File: config.mk
export PLATFORM = sky130hd
export DESIGN_NAME = pwm_compare_stage
export DESIGN_NICKNAME = d
export VERILOG_FILES = /design/src/rtl/pwm_compare_stage.sv
export SDC_FILE = /design/constraint.sdc
export NUM_CORES = 1
export LEC_CHECK = 0
export CAP_MARGIN = 20
export CORE_MARGIN = 3
export CORE_UTILIZATION = 46
export DETAILED_ROUTE_END_ITERATION = 16
export GPL_ROUTABILITY_DRIVEN = 0
export PLACE_DENSITY = 0.73
export SYNTH_ARGS = -nofsm -noshare
export SYNTH_HDL_FRONTEND = slang
export SYNTH_SLANG_ARGS = --single-unit
File: constraint.sdc
create_clock -name clk -period 2.3 [get_ports clk]
set_input_delay 0.46 -clock clk [delete_from_list [all_inputs] [get_ports clk]]
set_output_delay 0.46 -clock clk [all_outputs]
set_load 0.02 [all_outputs]
File: src/rtl/pwm_compare_stage.sv
// PWM compare stage: compares the incoming counter against a double-buffered duty
// register and pulses period_done once per counter period.
module pwm_compare_stage #(
   parameter int unsigned WIDTH    = 4,
   parameter bit          UP_MODE  = 1'b1,
   parameter int unsigned DUTY_RST = 0
) (
   input  logic             clk,
   input  logic             reset,
   input  logic [WIDTH-1:0] counter,
   input  logic [WIDTH:0]   duty_in,
   input  logic             duty_valid,
   output logic             duty_ready,
   output logic             pwm_out,
   output logic             period_done
);

   localparam logic [WIDTH:0] DUTY_MAX  = {1'b1, {WIDTH{1'b0}}};
   localparam logic [WIDTH:0] DUTY_INIT = (WIDTH+1)'(DUTY_RST);

   typedef enum logic {EMPTY, FULL} shadow_state_t;

   shadow_state_t    state;
   shadow_state_t    state_next;
   logic [WIDTH-1:0] eff;
   logic             armed;
   logic             boundary;
   logic [WIDTH:0]   shadow;
   logic [WIDTH:0]   active_duty;
   logic [WIDTH:0]   duty_clamped;
   logic [WIDTH:0]   duty_use;

   // A down-counting source is folded onto the up-count view so its all-ones wrap reads as 0.
   assign eff          = UP_MODE ? counter : ~counter;
   assign boundary     = armed && (eff == '0);
   assign duty_clamped = (duty_in > DUTY_MAX) ? DUTY_MAX : duty_in;
   assign duty_use     = (boundary && (state == FULL)) ? shadow : active_duty;
   assign duty_ready   = (state == EMPTY);

   always_comb begin
      state_next = state;
      if (state == EMPTY) begin
         if (duty_valid) state_next = FULL;
      end else begin
         if (boundary) state_next = EMPTY;
      end
   end

   always_ff @(posedge clk or posedge reset) begin
      if (reset) state <= EMPTY;
      else       state <= state_next;
   end

   always_ff @(posedge clk or posedge reset) begin
      if (reset) begin
         armed       <= 1'b1;
         shadow      <= '0;
         active_duty <= DUTY_INIT;
         pwm_out     <= 1'b0;
         period_done <= 1'b0;
      end else begin
         // Disarm after a boundary so a count parked at 0 yields a single period.
         if (eff != '0)    armed <= 1'b1;
         else if (boundary) armed <= 1'b0;
         if ((state == EMPTY) && duty_valid) shadow <= duty_clamped;
         if ((state == FULL) && boundary)    active_duty <= shadow;
         pwm_out     <= ({1'b0, eff} < duty_use);
         period_done <= boundary;
      end
   end

endmodule

==> impl_metrics.csv, run 1 <==
group,metric,value,unit
logic_synthesis,synth_area,645.6,sq um
grt,first_global_vias,476,
die,row_count,12,
sta,drv_slew,0,
sta,finalClockSkew,0.002123,ns
critical_path,r2r_start,"armed$_DFFE_PP1P_",
critical_path,worstPathArrival,2.15,ns
clocking,cts_buffers,3,
power,p_int,488.8,uW
sta,worst_pin_slew,0.5056,ns
run_status,status,"finished, final reports clean",
die,io_pins,15,
logic_synthesis,synth_common_cells,"dfrtp_1, inv_1, nand2_1, o21ai_0, nand2b_1",
logic_synthesis,ys_warn_count,0,
die,dieHeight,43.47,um
route,vias,464,
critical_path,cp-start-kind,"primary input",
logic_synthesis,synthTopCellsByArea,"dfrtp_1, ha_1, mux2i_1",
power,p_switching,182.0,uW
logic_synthesis,ys_ff_latch,14,
power,clock_power_share,20.3,%
critical_path,critical_path.startpoint,"counter[2]",
clocking,cts.sinks,14,
final_layout,multi_input_area,280.3,sq um
critical_path,critical_path_depth,9,
die,initial_utilization,53.75,%
placed_design,dp.cells,89,
die,die_w,43.47,um
placed_design,hpwl,944.3,um
power,sequentialPowerShare,49.9,%
sta,slew_headroom,66.26,%
route,drtAntennaViolNets,0,
logic_synthesis,synth_top_area_share,50.39,%
logic_synthesis,synth-edff-count,0,
job,maxCapViolCount,0,
critical_path,crit_end,"pwm_out$_DFF_PP0_",
route,drt-total-wl,1.139,mm
final_layout,layout-drive-gt1-share,25.93,%
critical_path,worstPathMaxFanout,4,
clocking,clk_latency,0.26,ns
critical_path,crit_type,"in -> reg",
final_layout,num-nets-final,97,
final_layout,finalNonFillerCells,95,
sta,rsz0062_at_grt,"false",
clocking,clockRootBuffer,"clkbuf_4",
logic_synthesis,synth.most_common_cell,"dfrtp_1",
grt,grt_max_degree,15,
route,first_pass_iters,2,
logic_synthesis,ys_seq_area_share,54.46,%
critical_path,worstPathRequired,2.49,ns
sta,finalSetupViolCount,0,
sta,finalCritPeriodShare,85.09,%
logic_synthesis,yosys_most_used_dff,"dfrtp_1",
clocking,ctsHoldBuffers,0,
clocking,cts_tree,"built",
logic_synthesis,postSynthCellCount,54,
grt,track_usage,13.53,%
final_layout,syn_to_final_growth,42.44,%
final_layout,fillers,90,
logic_synthesis,synth_cell_types,21,
clocking,htreeDepth,1,
route,wl_per_cell,11.99,um
grt,antenna_found_initial,0,
sta,fin_ws,0.3430,ns
final_layout,seq_area,351.6,sq um
logic_synthesis,synth_top_cell_by_area,"dfrtp_1",
grt,grt_pass1_wl,1.932,mm
clocking,clock_path_buffers,2,
final_layout,n_antenna_cell,0,
sta,hold_violations,0,
route,dr.first_iter.drc_count,3,
critical_path,end_kind,"flop",
grt,grt-ovfl-total,0,
placed_design,portBuffers,14,
route,viasPerCell,4.884,
power,pwr-share-comb,29.8,%
critical_path,r2r_cells,7,
logic_synthesis,synthArstFlopShare,100.0,%
critical_path,slowest_stage,"nor4_4",
die,design.core.area,1201,sq um
critical_path,r2r_end,"pwm_out$_DFF_PP0_",
min_path,hp-class,"reg -> reg",
critical_path,max_stage_delay,0.36,ns
sta,fin_crit,1.957,ns
critical_path,cp.buffers_inverters,1,
logic_synthesis,synth.avg_cell_area,11.96,sq um
placed_design,dp_slack,-0.2716,ns
power,p_leak,0.4869,nW
power,cellPowerDensity,729.4,nW/um^2
clocking,clk_pin_slew,0.08,ns
route,drcViolationCount,0,
critical_path,regToRegSetupSlack,0.54,ns
critical_path,crit_chain,"dlymetal6s2s_1, nor4_4, nand3_4, mux2i_4, ha_1, a21o_1, a21oi_1, o21ai_0, o21bai_1",
logic_synthesis,syn_nets,69,
critical_path,crit_family,"simple AND/OR/NAND/NOR gates",
die,dieArea,1889,sq um
power,max-vdd-ir-drop,500.1,uV
power,p_sw_share,27.13,%
sta,fmax,0.5110,GHz
==> sequential cells by signal, summed over array words and instances (netlist names) <==
signal / flops
active_duty: 5
armed: 1
period_done: 1
pwm_out: 1
shadow: 5
state: 1
==> repair_timing <==
| action | CTS | global route |
|---|---|---|
| gates resized for setup | 1 | 5 |
| setup buffers | 0 | 2 |
| pin swaps | 0 | 2 |
| setup endpoints to repair | 1 | 1 |
==> final cells by class <==
| class | instances | share of cell area (%) |
|---|---|---|
| Clock buffer | 4 | 2.857 |
| Tap cell | 14 | 1.905 |
| Inverter | 7 | 2.857 |
| Sequential cell | 14 | 38.23 |
| Multi-Input combinational cell | 33 | 30.48 |
| Timing Repair Buffer | 23 | 23.67 |
==> power groups by stage <==
stage | clock network (mW) | logic, mW | registers, mW
3_5_place_dp | 0 | 0.197 | 0.336
6_report | 0.136 | 0.200 | 0.334
3_3_place_gp | 0 | 0.187 | 0.332
5_1_grt | 0.162 | 0.223 | 0.339
4_1_cts | 0.144 | 0.200 | 0.332
2_1_floorplan | 0 | 0.0997 | 0.340
==> metal layers <==
metal,vias to the layer above,track usage (%),routed length [um]
met5,-,0,0
met4,0,3.614,0
met3,0,4.149,59
met2,12,24.19,575
met1,216,15.57,504
li1,236,-,-
==> cells in the final DEF (no fill, tap or decap), types with 2 or more instances in the layout <==
cell type	n
nand2b_1	4
o21ai_0	5
nand2_1	5
ha_1	3
clkbuf_4	3
mux2i_1	2
clkdlybuf4s50_1	10
dfrtp_1	13
dlymetal6s2s_1	4
inv_1	7
buf_4	9
==> cells by family (layout without fill, tap and decap cells) <==
logic type	Yosys count	count (layout)	synth area share, %
adders and majority gates	3	3	5.815
buffers and inverters	7	34	4.071
AOI/OAI and AO/OA	11	11	10.66
muxes	5	5	8.720
DFF	14	14	54.46
and+or+nand+nor	14	14	16.28
==> stage by stage <==
stage | total power, mW | hold slack (ns) | TNS, ns | instance area (sq um) | util, %
final | 0.6708 | 0.4906 | 0 | 919.6 | 76.56
after global routing | 0.7243 | 0.5076 | 0 | 919.6 | 76.56
after CTS | 0.6760 | 0.4917 | 0 | 885.9 | 73.75
after detailed placement | 0.5329 | 0.4733 | -0.2716 | 855.8 | 71.25
after global placement | 0.5190 | 0.4649 | -0.2160 | 855.8 | 71.25
after floorplan | 0.4394 | 0.3485 | 0 | 645.6 | -
==> worst register-to-register path, cell delays in order, from the launching register on <==
cell	delay (ns)
dfstp_2	0.56
nand3_4	0.11
mux2i_4	0.22
ha_1	0.30
a21o_1	0.16
a21oi_1	0.13
o21ai_0	0.09
o21bai_1	0.12
==> worst min-delay path by stage <==
stage | from | to | cells after the start
floorplan | reset | active_duty[0]$_DFF_PP0_ | 1
detailed placement | active_duty[0]$_DFF_PP0_ | active_duty[0]$_DFF_PP0_ | 1
CTS | active_duty[0]$_DFF_PP0_ | active_duty[0]$_DFF_PP0_ | 1
global route | active_duty[0]$_DFF_PP0_ | active_duty[0]$_DFF_PP0_ | 1
finish | active_duty[0]$_DFF_PP0_ | active_duty[0]$_DFF_PP0_ | 1
global placement | shadow[3]$_DFFE_PP0P_ | shadow[3]$_DFFE_PP0P_ | 2
(Power assumes the default switching activity.)
==> run 2, diff against run 1 <==
- CORE_UTILIZATION: 46 -> 35
- PLACE_DENSITY: 0.73 -> 0.58
==> run 2 against run 1 <==
Net effect:
- non-clock buffer count shrank 2
- clock power up 4%
- worst setup slack got worse by 0.18 ns
- sequential share of layout area grew 0.58 points
- critical path type unchanged
==> impl_metrics.csv, run 2 (synthesis results as in run 1) <==
group,metric,value,unit
die,row_count,14,
sta,rsz0062_at_grt,"false",
route,drtAntennaViolNets,0,
clocking,ctsHoldBuffers,0,
die,die_w,48.95,um
die,dieHeight,48.95,um
critical_path,crit_chain,"clkdlybuf4s50_1, nor4_4, nand3_4, mux2i_2, ha_1, a21o_1, a21oi_1, o21ai_0, o21bai_1",
clocking,cts_buffers,3,
die,io_pins,15,
clocking,clockRootBuffer,"clkbuf_4",
grt,antenna_found_initial,0,
critical_path,worstPathMaxFanout,4,
grt,grt-ovfl-total,0,
clocking,htreeDepth,1,
critical_path,worstPathRequired,2.50,ns
sta,finalClockSkew,0.003760,ns
clocking,clk_pin_slew,0.08,ns
sta,fin_crit,2.135,ns
placed_design,portBuffers,14,
grt,track_usage,10.30,%
critical_path,worstPathArrival,2.33,ns
final_layout,num-nets-final,95,
clocking,clk_latency,0.27,ns
sta,fmax,0.4683,GHz
final_layout,most-common-layout-cells,"dfrtp_1, clkdlybuf4s50_1, inv_1, buf_4",
power,max-vdd-ir-drop,344.6,uV
sta,hold_violations,0,
critical_path,end_kind,"flop",
critical_path,max_stage_delay,0.46,ns
route,dr.first_iter.drc_count,6,
final_layout,layout-drive-gt1-share,24.05,%
die,design.core.area,1612,sq um
route,drcViolationCount,0,
power,cellPowerDensity,732.1,nW/um^2
route,viasPerCell,4.369,
final_layout,final_util,56.21,%
placed_design,hpwl,845.3,um
run_status,status,"finished, final reports clean",
route,first_pass_iters,2,
route,wl_per_cell,10.22,um
grt,grt_max_degree,15,
grt,grt_pass1_wl,1.911,mm
final_layout,largest_registers,"active_duty x5, shadow x5",
clocking,postCtsSetupBuffers,0,
sta,fin_ws,0.1646,ns
job,maxCapViolCount,0,
final_layout,final_common_cell,"dfrtp_1",
sta,finalSetupTns,0,ns
route,drt-total-wl,1.053,mm
power,p_leak,0.4681,nW
critical_path,slowest_stage,"clkdlybuf4s50_1",
sta,hold_ws,0.4867,ns
sta,finalCritPeriodShare,92.84,%
critical_path,critical_path.startpoint,"counter[1]",
clocking,clock_path_buffers,2,
die,dieArea,2396,sq um
clocking,cts.sinks,14,
clocking,cts_tree,"built",
critical_path,crit_family,"compound AO/OA/AOI/OAI gates",
final_layout,n_antenna_cell,0,
route,vias,450,
sta,slew_headroom,65.44,%
sta,worst_pin_slew,0.5179,ns
die,initial_utilization,40.06,%
sta,finalSetupViolCount,0,
sta,drv_slew,0,
final_layout,syn_to_final_growth,40.31,%
min_path,hp-class,"reg -> reg",
critical_path,cp-start-kind,"primary input",
critical_path,r2r_start,"armed$_DFFE_PP1P_",
min_path,min_from,"shadow[3]$_DFFE_PP0P_",
grt,first_global_vias,440,
critical_path,crit_type,"in -> reg",
placed_design,dp_slack,-0.2679,ns
critical_path,cp.buffers_inverters,1,
-- run 2: metrics by stage --
step / cell area, sq um / cells / total power, mW
3_5_place_dp: 868.3 / 99 / 0.5279
5_1_grt: 905.9 / 103 / 0.7117
6_report: 905.9 / 103 / 0.6632
4_1_cts: 894.6 / 103 / 0.6729
2_1_floorplan: 645.6 / 54 / 0.4394
3_3_place_gp: 868.3 / 99 / 0.5201
-- run 2: power breakdown --
group	internal [mW]	total [mW]	leakage (nW)	switching [mW]
Clock	0.0671	0.141	0.0150	0.0739
Sequential	0.305	0.329	0.175	0.0239
Combinational	0.111	0.193	0.278	0.0817
Total	0.484	0.663	0.468	0.179
-- run 2: worst paths after layout --
kind / end / slack [ns] / cells after the start
max reg2reg: pwm_out$_DFF_PP0_ / 0.52 / 7
max: pwm_out$_DFF_PP0_ / 0.16 / 9
min in group asynchronous: active_duty[4]$_DFF_PP0_ / 0.52 / 2
min reg2reg: shadow[3]$_DFFE_PP0P_ / 0.49 / 2
min: shadow[3]$_DFFE_PP0P_ / 0.49 / 2
max in group asynchronous: armed$_DFFE_PP1P_ / 1.42 / 2
-- run 2: final cells by class --
type | count | area [sq um]
clock buffers | 4 | 26.28
fillers | 163 | 705.7
inverters | 7 | 26.28
multi-input cells | 33 | 271.5
flip-flops and latches | 14 | 351.6
well taps | 24 | 30.03
repair buffers | 21 | 200.2
-- run 2: per-layer routing --
layer | global-route usage, % | wire, um | vias up
met1 | 13.24 | 525 | 199
met5 | 0 | 0 | -
met4 | 5.687 | 7 | 0
met2 | 15.16 | 445 | 12
li1 | - | - | 237
met3 | 3.364 | 74 | 2
-- run 2: what timing repair did --
action / 4_1_cts / 5_1_grt
gates resized for setup: 0 / 4
endpoints found under the hold margin: 0 / 0
setup endpoints to repair: 0 / 1
-- run 2: worst register-to-register path: stages (launching register included) --
cell and delay (ns):
dfstp_2 0.57, nand3_4 0.11, mux2i_2 0.23, ha_1 0.27
a21o_1 0.16, a21oi_1 0.14, o21ai_0 0.10, o21bai_1 0.12
